<file path="config.mk">
export PLATFORM = sky130hd
export DESIGN_NAME = pp_seq_accumulator_flat
export DESIGN_NICKNAME = d
export VERILOG_FILES = /design/src/rtl/pp_seq_accumulator_pkg.sv /design/src/rtl/pp_seq_accumulator_if.sv /design/src/rtl/pp_seq_accumulator_csa.sv /design/src/rtl/pp_seq_accumulator_pprow.sv /design/src/rtl/pp_seq_accumulator.sv /design/src/flat_wrapper.sv
export SDC_FILE = /design/constraint.sdc
export NUM_CORES = 1
export LEC_CHECK = 0
export ABC_AREA = 1
export BUFFER_PORTS_ARGS = -buffer_cell sky130_fd_sc_hd__clkbuf_2
export CAP_MARGIN = 15
export CORE_UTILIZATION = 61
export DETAILED_ROUTE_END_ITERATION = 8
export PLACE_DENSITY = 0.87
export SETUP_SLACK_MARGIN = 0.1
export SYNTH_ARGS = -nofsm -noshare
export SYNTH_HDL_FRONTEND = slang
export SYNTH_SLANG_ARGS = --single-unit
</file>
<file path="constraint.sdc">
create_clock -name clk -period 4.1 [get_ports clk]
set_input_delay 0.82 -clock clk [delete_from_list [all_inputs] [get_ports clk]]
set_output_delay 0.82 -clock clk [all_outputs]
set_load 0.02 [all_outputs]
</file>
<file path="src/rtl/pp_seq_accumulator_pkg.sv">
// Shared constants and types for the sequential carry-save multiplier.
// Holds the operand width, the FSM state encoding and the row-placement helper.
package pp_seq_accumulator_pkg;

  localparam int WIDTH = 32;
  localparam int PW    = 2 * WIDTH;
  localparam int CNT_W = $clog2(WIDTH);

  typedef enum logic [1:0] {
    IDLE,
    ACCUM,
    RESOLVE
  } state_e;

  // Zero-extend an AND-row to product width and move it to the weight of B[k].
  function automatic logic [PW-1:0] place_row(input logic [WIDTH-1:0] pp,
                                              input logic [CNT_W-1:0] k);
    logic [PW-1:0] ext;
    ext = {{WIDTH{1'b0}}, pp};
    return ext << k;
  endfunction

endpackage

</file>
<file path="src/rtl/pp_seq_accumulator_if.sv">
// Start/busy/done handshake plus operand and product buses between the
// datapath controller (master) and the accumulator (slave).
interface pp_seq_accumulator_if
  import pp_seq_accumulator_pkg::*;
();

  logic             start;
  logic [WIDTH-1:0] A;
  logic [WIDTH-1:0] B;
  logic             busy;
  logic             done;
  logic [PW-1:0]    P;

  modport master (
    output start,
    output A,
    output B,
    input  busy,
    input  done,
    input  P
  );

  modport slave (
    input  start,
    input  A,
    input  B,
    output busy,
    output done,
    output P
  );

endinterface

</file>
<file path="src/rtl/pp_seq_accumulator_csa.sv">
// Generic 3:2 carry-save compressor; the majority output is left unshifted so the
// caller decides how carries are weighted.
module csa_3to2 #(
  parameter int W = 64
) (
  input  logic [W-1:0] x_i,
  input  logic [W-1:0] y_i,
  input  logic [W-1:0] z_i,
  output logic [W-1:0] sum_o,
  output logic [W-1:0] maj_o
);

  assign sum_o = x_i ^ y_i ^ z_i;
  assign maj_o = (x_i & y_i) | (x_i & z_i) | (y_i & z_i);

endmodule

</file>
<file path="src/rtl/pp_seq_accumulator_pprow.sv">
// AND-row partial-product generator: one multiplicand row gated by one multiplier bit.
module pp_and_row #(
  parameter int W = 32
) (
  input  logic [W-1:0] a_i,
  input  logic         b_bit_i,
  output logic [W-1:0] row_o
);

  assign row_o = a_i & {W{b_bit_i}};

endmodule

</file>
<file path="src/rtl/pp_seq_accumulator.sv">
// Iterative multiplier: one partial-product row per clock folded into sum/carry
// registers by a 3:2 compressor, then a single carry-propagate resolve cycle.
module pp_seq_accumulator
  import pp_seq_accumulator_pkg::*;
(
  input  logic                        clk,
  input  logic                        rst_n,
  pp_seq_accumulator_if.slave         bus
);

  state_e             state_q, state_d;
  logic [CNT_W-1:0]   k_q, k_d;
  logic [WIDTH-1:0]   a_q, a_d;
  logic [WIDTH-1:0]   b_q, b_d;
  logic [PW-1:0]      sum_q, sum_d;
  logic [PW-1:0]      carry_q, carry_d;
  logic [PW-1:0]      p_q, p_d;
  logic               busy_q, busy_d;
  logic               done_q, done_d;

  logic [WIDTH-1:0]   pp_row;
  logic [PW-1:0]      row;
  logic [PW-1:0]      csa_sum;
  logic [PW-1:0]      csa_maj;

  pp_and_row #(
    .W (WIDTH)
  ) u_pp_row (
    .a_i     (a_q),
    .b_bit_i (b_q[k_q]),
    .row_o   (pp_row)
  );

  assign row = place_row(pp_row, k_q);

  csa_3to2 #(
    .W (PW)
  ) u_csa (
    .x_i   (sum_q),
    .y_i   (carry_q),
    .z_i   (row),
    .sum_o (csa_sum),
    .maj_o (csa_maj)
  );

  always_ff @(posedge clk or negedge rst_n) begin
    if (!rst_n) begin
      state_q <= IDLE;
      k_q     <= '0;
      a_q     <= '0;
      b_q     <= '0;
      sum_q   <= '0;
      carry_q <= '0;
      p_q     <= '0;
      busy_q  <= 1'b0;
      done_q  <= 1'b0;
    end else begin
      state_q <= state_d;
      k_q     <= k_d;
      a_q     <= a_d;
      b_q     <= b_d;
      sum_q   <= sum_d;
      carry_q <= carry_d;
      p_q     <= p_d;
      busy_q  <= busy_d;
      done_q  <= done_d;
    end
  end

  always_comb begin
    state_d = state_q;
    k_d     = k_q;
    a_d     = a_q;
    b_d     = b_q;
    sum_d   = sum_q;
    carry_d = carry_q;
    p_d     = p_q;
    busy_d  = busy_q;
    done_d  = 1'b0;

    unique case (state_q)
      IDLE: begin
        if (bus.start) begin
          a_d     = bus.A;
          b_d     = bus.B;
          sum_d   = '0;
          carry_d = '0;
          k_d     = '0;
          busy_d  = 1'b1;
          state_d = ACCUM;
        end
      end

      // Carry shift drops the top majority bit; the product never reaches it.
      ACCUM: begin
        sum_d   = csa_sum;
        carry_d = {csa_maj[PW-2:0], 1'b0};
        k_d     = k_q + CNT_W'(1);
        if (k_q == CNT_W'(WIDTH - 1)) begin
          state_d = RESOLVE;
        end
      end

      RESOLVE: begin
        p_d     = sum_q + carry_q;
        done_d  = 1'b1;
        busy_d  = 1'b0;
        state_d = IDLE;
      end

      default: begin
        state_d = IDLE;
      end
    endcase
  end

  assign bus.busy = busy_q;
  assign bus.done = done_q;
  assign bus.P    = p_q;

endmodule

</file>
<file path="src/flat_wrapper.sv">
// flat-port wrapper written by rule: the top's interface ports become plain ports
module pp_seq_accumulator_flat import pp_seq_accumulator_pkg::*;
  (clk, rst_n, bus_start, bus_A, bus_B, bus_busy, bus_done, bus_P);
  pp_seq_accumulator_if bus_i ();
  input  logic clk;
  input  logic rst_n;
  input wire logic [$bits(bus_i.start)-1:0] bus_start;
  input wire logic [$bits(bus_i.A)-1:0] bus_A;
  input wire logic [$bits(bus_i.B)-1:0] bus_B;
  output wire logic [$bits(bus_i.busy)-1:0] bus_busy;
  output wire logic [$bits(bus_i.done)-1:0] bus_done;
  output wire logic [$bits(bus_i.P)-1:0] bus_P;
  assign bus_i.start = bus_start;
  assign bus_i.A = bus_A;
  assign bus_i.B = bus_B;
  assign bus_busy = bus_i.busy;
  assign bus_done = bus_i.done;
  assign bus_P = bus_i.P;
  pp_seq_accumulator u_core (.clk(clk), .rst_n(rst_n), .bus(bus_i));
endmodule
</file>
After elaboration in Yosys (flattened, before gate mapping) --
Cells that the tools add are included.
Word-level totals: register bits after elaboration 265, input port bits 67, output and inout bits 66, logic and storage cells 46
Cells by class: $add $sub $neg 2, $lt $le $gt $ge 1, eq/ne operators 5, shifts and indexed selects 1, muxes and demuxes 13, bitwise operators 8, reduce and logical (&&, ||, !) cells 7
Operators by type and width (count):
- one-hot mux 64 bit (2 select lines) | 2
- AND 63 bit | 3
- bitwise XOR 64 bit | 2
- OR 63 bit | 2
- adder 64 bit | 1
- two-way mux 64 bit | 1
- << shifter 32 x 5 -> 64 bit | 1
- AND 32 bit | 1
- one-hot mux 5 bit (2 select lines) | 1
- AND reduction 2 bit | 4
- < comparator 5 x 6 -> 1 bit (second input constant) | 1
- adder 5 x 1 -> 5 bit (second input constant) | 1
- binary-select mux 1 bit (select 5 bit) | 1
- == test 5 bit (second input constant) | 1
- two-way mux 5 bit | 1
- two-way mux 2 bit | 2
- one-hot mux 2 bit (2 select lines) | 1
- nonzero test 2 bit | 2
- two-way mux 1 bit | 3
- == test 2 x 1 -> 1 bit (second input constant) | 1
- == test 2 bit (second input constant) | 1
- logical NOT 2 bit | 1
- inequality test 2 x 1 -> 1 bit (second input constant) | 1
- inequality test 2 bit (second input constant) | 1
- one-hot mux 1 bit (2 select lines) | 1

Depth between registers and ports, before layout --
depth after elaboration 8, depth in mapped cells 21, depth with buffers taken out 19

Modules after synthesis --
Synthesis repeated with hierarchy kept, for this count alone.
Unflattened totals: cell total of the unflattened synthesis 2673, area total of the unflattened synthesis 19382.3 sq um
Modules (own cells, without submodules):
- pp_seq_accumulator | times used 1, cells each 2542, area an instance 17827.1 sq um, seq. area each 6606.3 sq um
- csa_3to2 | times used 1, cells each 64, area an instance 1281.2 sq um, seq. area each 0.0 sq um
- pp_and_row | times used 1, cells each 67, area an instance 274.0 sq um, seq. area each 0.0 sq um

Least setup slack after synthesis --
No wires, ideal clock.
kind register to register, start register u_core.k_q[1], end register u_core.sum_q[26], library setup time 138 ps, data arrival time 2460 ps, required time 3962 ps, path slack 1501 ps, stages on the path, launching flop included 18, buffers on the path 2, period minus slack after synthesis 2599 ps, cells stage by stage dfrtp_1 -> buf_4 -> nor2_2 -> a21boi_1 -> nor2_1 -> nand2_1 -> nand3_2 -> nand2_4 -> buf_4 -> nand3_1 -> nand2_1 -> nand2_1 -> a21oi_2 -> nand2_1 -> nand3_1 -> nand2_1 -> fa_1 -> o22ai_1
On the way: word-level cells in the longest chain between the ends 6
Ends and longest elaborated chain:
- from (decl) | line pp_seq_accumulator.sv:12 | logic [CNT_W-1:0] k_q, k_d;
- from (signal assigned) | line pp_seq_accumulator.sv:59 | k_q <= k_d;
- binary-select mux 1 bit (select 5 bit) | line pp_seq_accumulator.sv:30 | .b_bit_i (b_q[k_q]),
- two-way mux 1 bit (implied by the code) | line pp_seq_accumulator.sv:30
- AND 32 bit | line pp_seq_accumulator_pprow.sv:10 | assign row_o = a_i & {W{b_bit_i}};
- << shifter 32 x 5 -> 64 bit * | line pp_seq_accumulator_pkg.sv:20 | return ext << k;
- bitwise XOR 64 bit * | line pp_seq_accumulator_csa.sv:13 | assign sum_o = x_i ^ y_i ^ z_i;
- one-hot mux 64 bit (2 select lines) * | line pp_seq_accumulator.sv:81 | unique case (state_q)
- to (signal assigned) | line pp_seq_accumulator.sv:62 | sum_q <= sum_d;
- to (decl) | line pp_seq_accumulator.sv:15 | logic [PW-1:0] sum_q, sum_d;
Every way passes the cells marked *; elsewhere a longest branch is shown, timed or not. The select of a mux whose other input is x is not followed. A chain may end at the register's enable or synchronous reset.

Final worst setup path --
start register u_core.k_q[0], end register u_core.sum_q[46]
The elaborated chain is that of the path after synthesis.

==> metrics.md <==
| Metric | Value |
|---|---|
| IO Port Bufs | `132` |
| Mux contribution to synthesized area | `4.107%` |
| Number of max-cap violations | `0` |
| Clock Tree Root | `clkbuf_16` |
| Share of post-route cells with drive strength above 1 | `12.48%` |
| Largest net degree at the start of global routing | `110` |
| Worst Path Arrival | `3.99 ns` |
| Post-synth top area cell | `dfrtp_1` |
| Crit end category | `register` |
| Fmax | `278.0 MHz` |
| # setup viols final | `0` |
| Worst R2R Path Depth | `18` |
| Max Transition Viols Final | `0` |
| Pre-CTS WS | `0.6365 ns` |
| Nets | `2510` |
| Synth top area share | `37.65%` |
| Setup TNS | `0 ns` |
| Tmin final | `around 3.6 ns` |
| Req. time, crit path | `4.49 ns` |
| Post-CTS Resized | `0` |
| Worst Skew | `0.01535 ns` |
| CTS Sinks | `264` |
| Synth Area in Adders | `11.82%` |
| First-pass GRT wire length | `about 80000 um` |
| I/O Pins | `133` |
| Maximum fanout along the worst path | `64` |
| Synth Area in Compound Gates | `12.61%` |
| H-tree depth | `1` |
| Cell row count | `61` |
| RSZ-0062 raised after global routing | `false` |
| Initial antenna violation count | `0` |
| Clock tree buffer depth | `3` |
| Worst reg2reg endpoint | `u_core.sum_q[46]` |
| Via density | `6.005` |
| Multi-input logic area | `between 9000 and 10000 um2` |
| Slew margin rel. | `38.18%` |
| DRT Wirelength | `50690 um` |
| Net Sw Frac | `50.58%` |
| Starting density of the core | `62.65%` |
| DR vias | `16270` |
| Peak VDD IR | `673.2 uV` |
| Grt ovf | `0` |
| Final ANT Viol Nets | `0` |
| CTS tree | `yes` |
| CTS Buf Count | `28` |
| Register area | `6606 um2` |
| Critical path type | `register to register` |
| Pwr/cell area | `1003 nW/um2` |
| Static Leak | `9.138 nW` |
| Status | `finished clean` |
| Post-CTS Setup Inserts | `0` |
| Die area | `between 20000 and 30000 um2` |
| Synthesized Nets | `2428` |
| Worst Tran Pin Value | `approximately 0.93 ns` |
| Most common cell after layout, fill and taps aside | `nand2_1` |
| Residual DRC | `0` |
| Die Ht | `171.6 um` |
| Reg power frac | `23.6%` |
| Dpl cells | `around 2700` |
| Mapped Cells | `between 2000 and 2500` |
| Clk Latency, worst-skew pair | `~0.56 ns` |
| Yosys synthesis warning count | `0` |
| RR Startpoint | `u_core.k_q[0]` |
| Hold Crit Class | `input port to asynchronous set/reset pin` |
| Final Hold Vio Count | `0` |
| Mapped Avg Cell Area | `about 7.9 um2` |
| # hold bufs at CTS | `0` |
| Post-synth cell types | `42` |
| Main combinational cell family by area after synthesis | `simple AND/OR/NAND/NOR gates` |
| Vias in the first global route | `15530` |
| P_int | `approximately 0.0096 W` |
| 1st-pass router iterations | `6` |
| R2R setup slack | `0.50 ns` |
| Core Area | `28010 um2` |
| Final Cycle Share | `~90%` |
| Clock transition at path regs | `0.06 ns` |
| Commonest non-fill, non-tap cells in the layout | `nand2_1 (503), nand3_1 (291), dfrtp_1 (264)` |
| GR Util All Layers | `35.30%` |
| Synth area leaders | `dfrtp_1 (38%), nand2_1 (11%), nand3_1 (8.3%), fa_1 (7.2%), inv_1 (5.3%)` |
| # diodes | `0` |
| Synthesized area | `17550 um2` |
| Simple-gate share of the synthesized area | `24.57%` |
| Post-DP Area | `18500 um2` |
| Chip width | `approximately 170 um` |
| Synth Area in XOR/XNOR | `under 10%` |
| DPL Wire Length | `38200 um` |
| Register bit count reported by yosys | `264` |
| Fin cells | `roughly 2700` |
| Register area share after synthesis | `37.65%` |
| Filler Cell Count | `2340` |
| Placer Congestion | `0.9902` |
| Gate power share | `63.0%` |
| Routed wire length per instance | `18.71 um` |
| Startpoint types | `register` |
| Clock power share | `between 10% and 20%` |
| Fin area | `19430 um2` |
| Area growth from synthesis to layout | `10.73%` |
| DR iter-0 viols | `1612` |
| Psw | `0.009860 W` |
| Worst setup margin | `approximately 0.50 ns` |
[metal layers]
layer  global-route usage (%)  vias up  wire (um)  part of all wire (%)
met5                        0        -          0                     0
met4                    12.46        0       1787                   3.5
met3                    7.570      117       4463                   8.8
met2                    54.41      799      22480                    44
met1                    49.09     7711      21950                    43
li1                         -     7640          -                     -
[worst max path at each step]
stage	startpoint	endpoint	slack, ns	depth (start not counted)
global route	u_core.k_q[0]	u_core.sum_q[14]	0.13	18
global placement	u_core.k_q[0]	u_core.sum_q[12]	0.76	18
finish	u_core.k_q[0]	u_core.sum_q[46]	0.50	18
detailed placement	u_core.k_q[0]	u_core.sum_q[37]	0.64	18
CTS	u_core.k_q[0]	u_core.carry_q[37]	0.58	18
floorplan	u_core.k_q[1]	u_core.sum_q[26]	1.50	17
[state kept, by name, summed over array words and instances (netlist names)]
name	count
u_core.a_q	32
u_core.state_q	2
u_core.k_q	5
u_core.b_q	32
u_core.carry_q	63
u_core.bus.P	64
u_core.sum_q	64
u_core.bus.busy	1
u_core.bus.done	1
[cell type report]
cell class,count,share of cell area (%)
timing repair buffer,153,4.392
sequential,264,34.00
clock buffer,34,3.773
multi-input combinational,1614,49.45
clock inverter,12,1.043
tap,378,2.434
inverter,254,4.907
[cells by family (layout without fill, tap and decap cells)]
family,after synthesis,after routing
buffers and inverters,355,453
xor gates and xnor gates,29,29
and+or+nand+nor,1005,1005
muxes,64,64
AOI/OAI and AO/OA,388,388
adders and majority gates,128,128
DFF,264,264
[synth_stat cells]
| cell | instances |
|---|---|
| a21oi_1 | 99 |
| o2111ai_1 | 2 |
| buf_4 | 5 |
| or2_2 | 18 |
| inv_2 | 3 |
| o22ai_1 | 124 |
| o21ai_1 | 4 |
| nand4_1 | 17 |
| o21ai_0 | 107 |
| nor3_1 | 13 |
| a31oi_1 | 21 |
| nand2_1 | 505 |
| nor4_1 | 4 |
| nand3b_1 | 4 |
| inv_1 | 249 |
| nor2_1 | 139 |
| and3_1 | 3 |
| fa_1 | 63 |
| o21a_1 | 3 |
| buf_2 | 7 |
| buf_6 | 1 |
| a221oi_1 | 3 |
| xor2_1 | 12 |
| o21bai_1 | 10 |
| nand2_4 | 1 |
| nand3_2 | 2 |
| o211ai_1 | 1 |
| ha_1 | 65 |
| clkinv_1 | 2 |
| dfrtp_1 | 264 |
| a21boi_1 | 2 |
| nor2_2 | 3 |
| a21oi_2 | 1 |
| xnor2_1 | 17 |
| and2_1 | 4 |
| buf_1 | 20 |
| a21boi_0 | 4 |
| a21o_1 | 6 |
| nand3_1 | 292 |
| mux2_2 | 64 |
| o31ai_1 | 1 |
| clkbuf_1 | 68 |
[power by group through the flow]
stage | Clock, W | Sequential [W] | Combinational, W
final | 0.00262 | 0.00460 | 0.0123
after CTS | 0.00265 | 0.00457 | 0.0120
after global placement | 0 | 0.00453 | 0.0115
after floorplan | 0 | 0.00455 | 0.00864
after global routing | 0.00275 | 0.00470 | 0.0137
after detailed placement | 0 | 0.00459 | 0.0118
[metrics by stage]
| step | utilization [%] | power [W] | hold slack (ns) |
|---|---|---|---|
| after CTS | 69.37 | 0.01925 | 0.3484 |
| after global routing | 69.37 | 0.02111 | 0.3839 |
| after global placement | 66.03 | 0.01599 | 0.4524 |
| after floorplan | - | 0.01319 | 0.4798 |
| after detailed placement | 66.03 | 0.01643 | 0.4583 |
| final | 69.37 | 0.01950 | 0.3162 |
[critical path, stage by stage (launching register included)]
cell	delay, ns
dfrtp_1	0.57
inv_2	0.33
nand2_1	0.11
nand2_1	0.08
nand2_1	0.05
nand2_1	0.06
nor2_1	0.04
nand2_1	0.07
nand3_2	0.08
nand2_4	0.44
nand3_1	0.22
nand3_1	0.17
nand3_1	0.12
nand3_1	0.13
nand2_1	0.10
nand2_1	0.12
nand2_1	0.13
fa_1	0.50
o22ai_1	0.10
(Power assumes the default switching activity.)
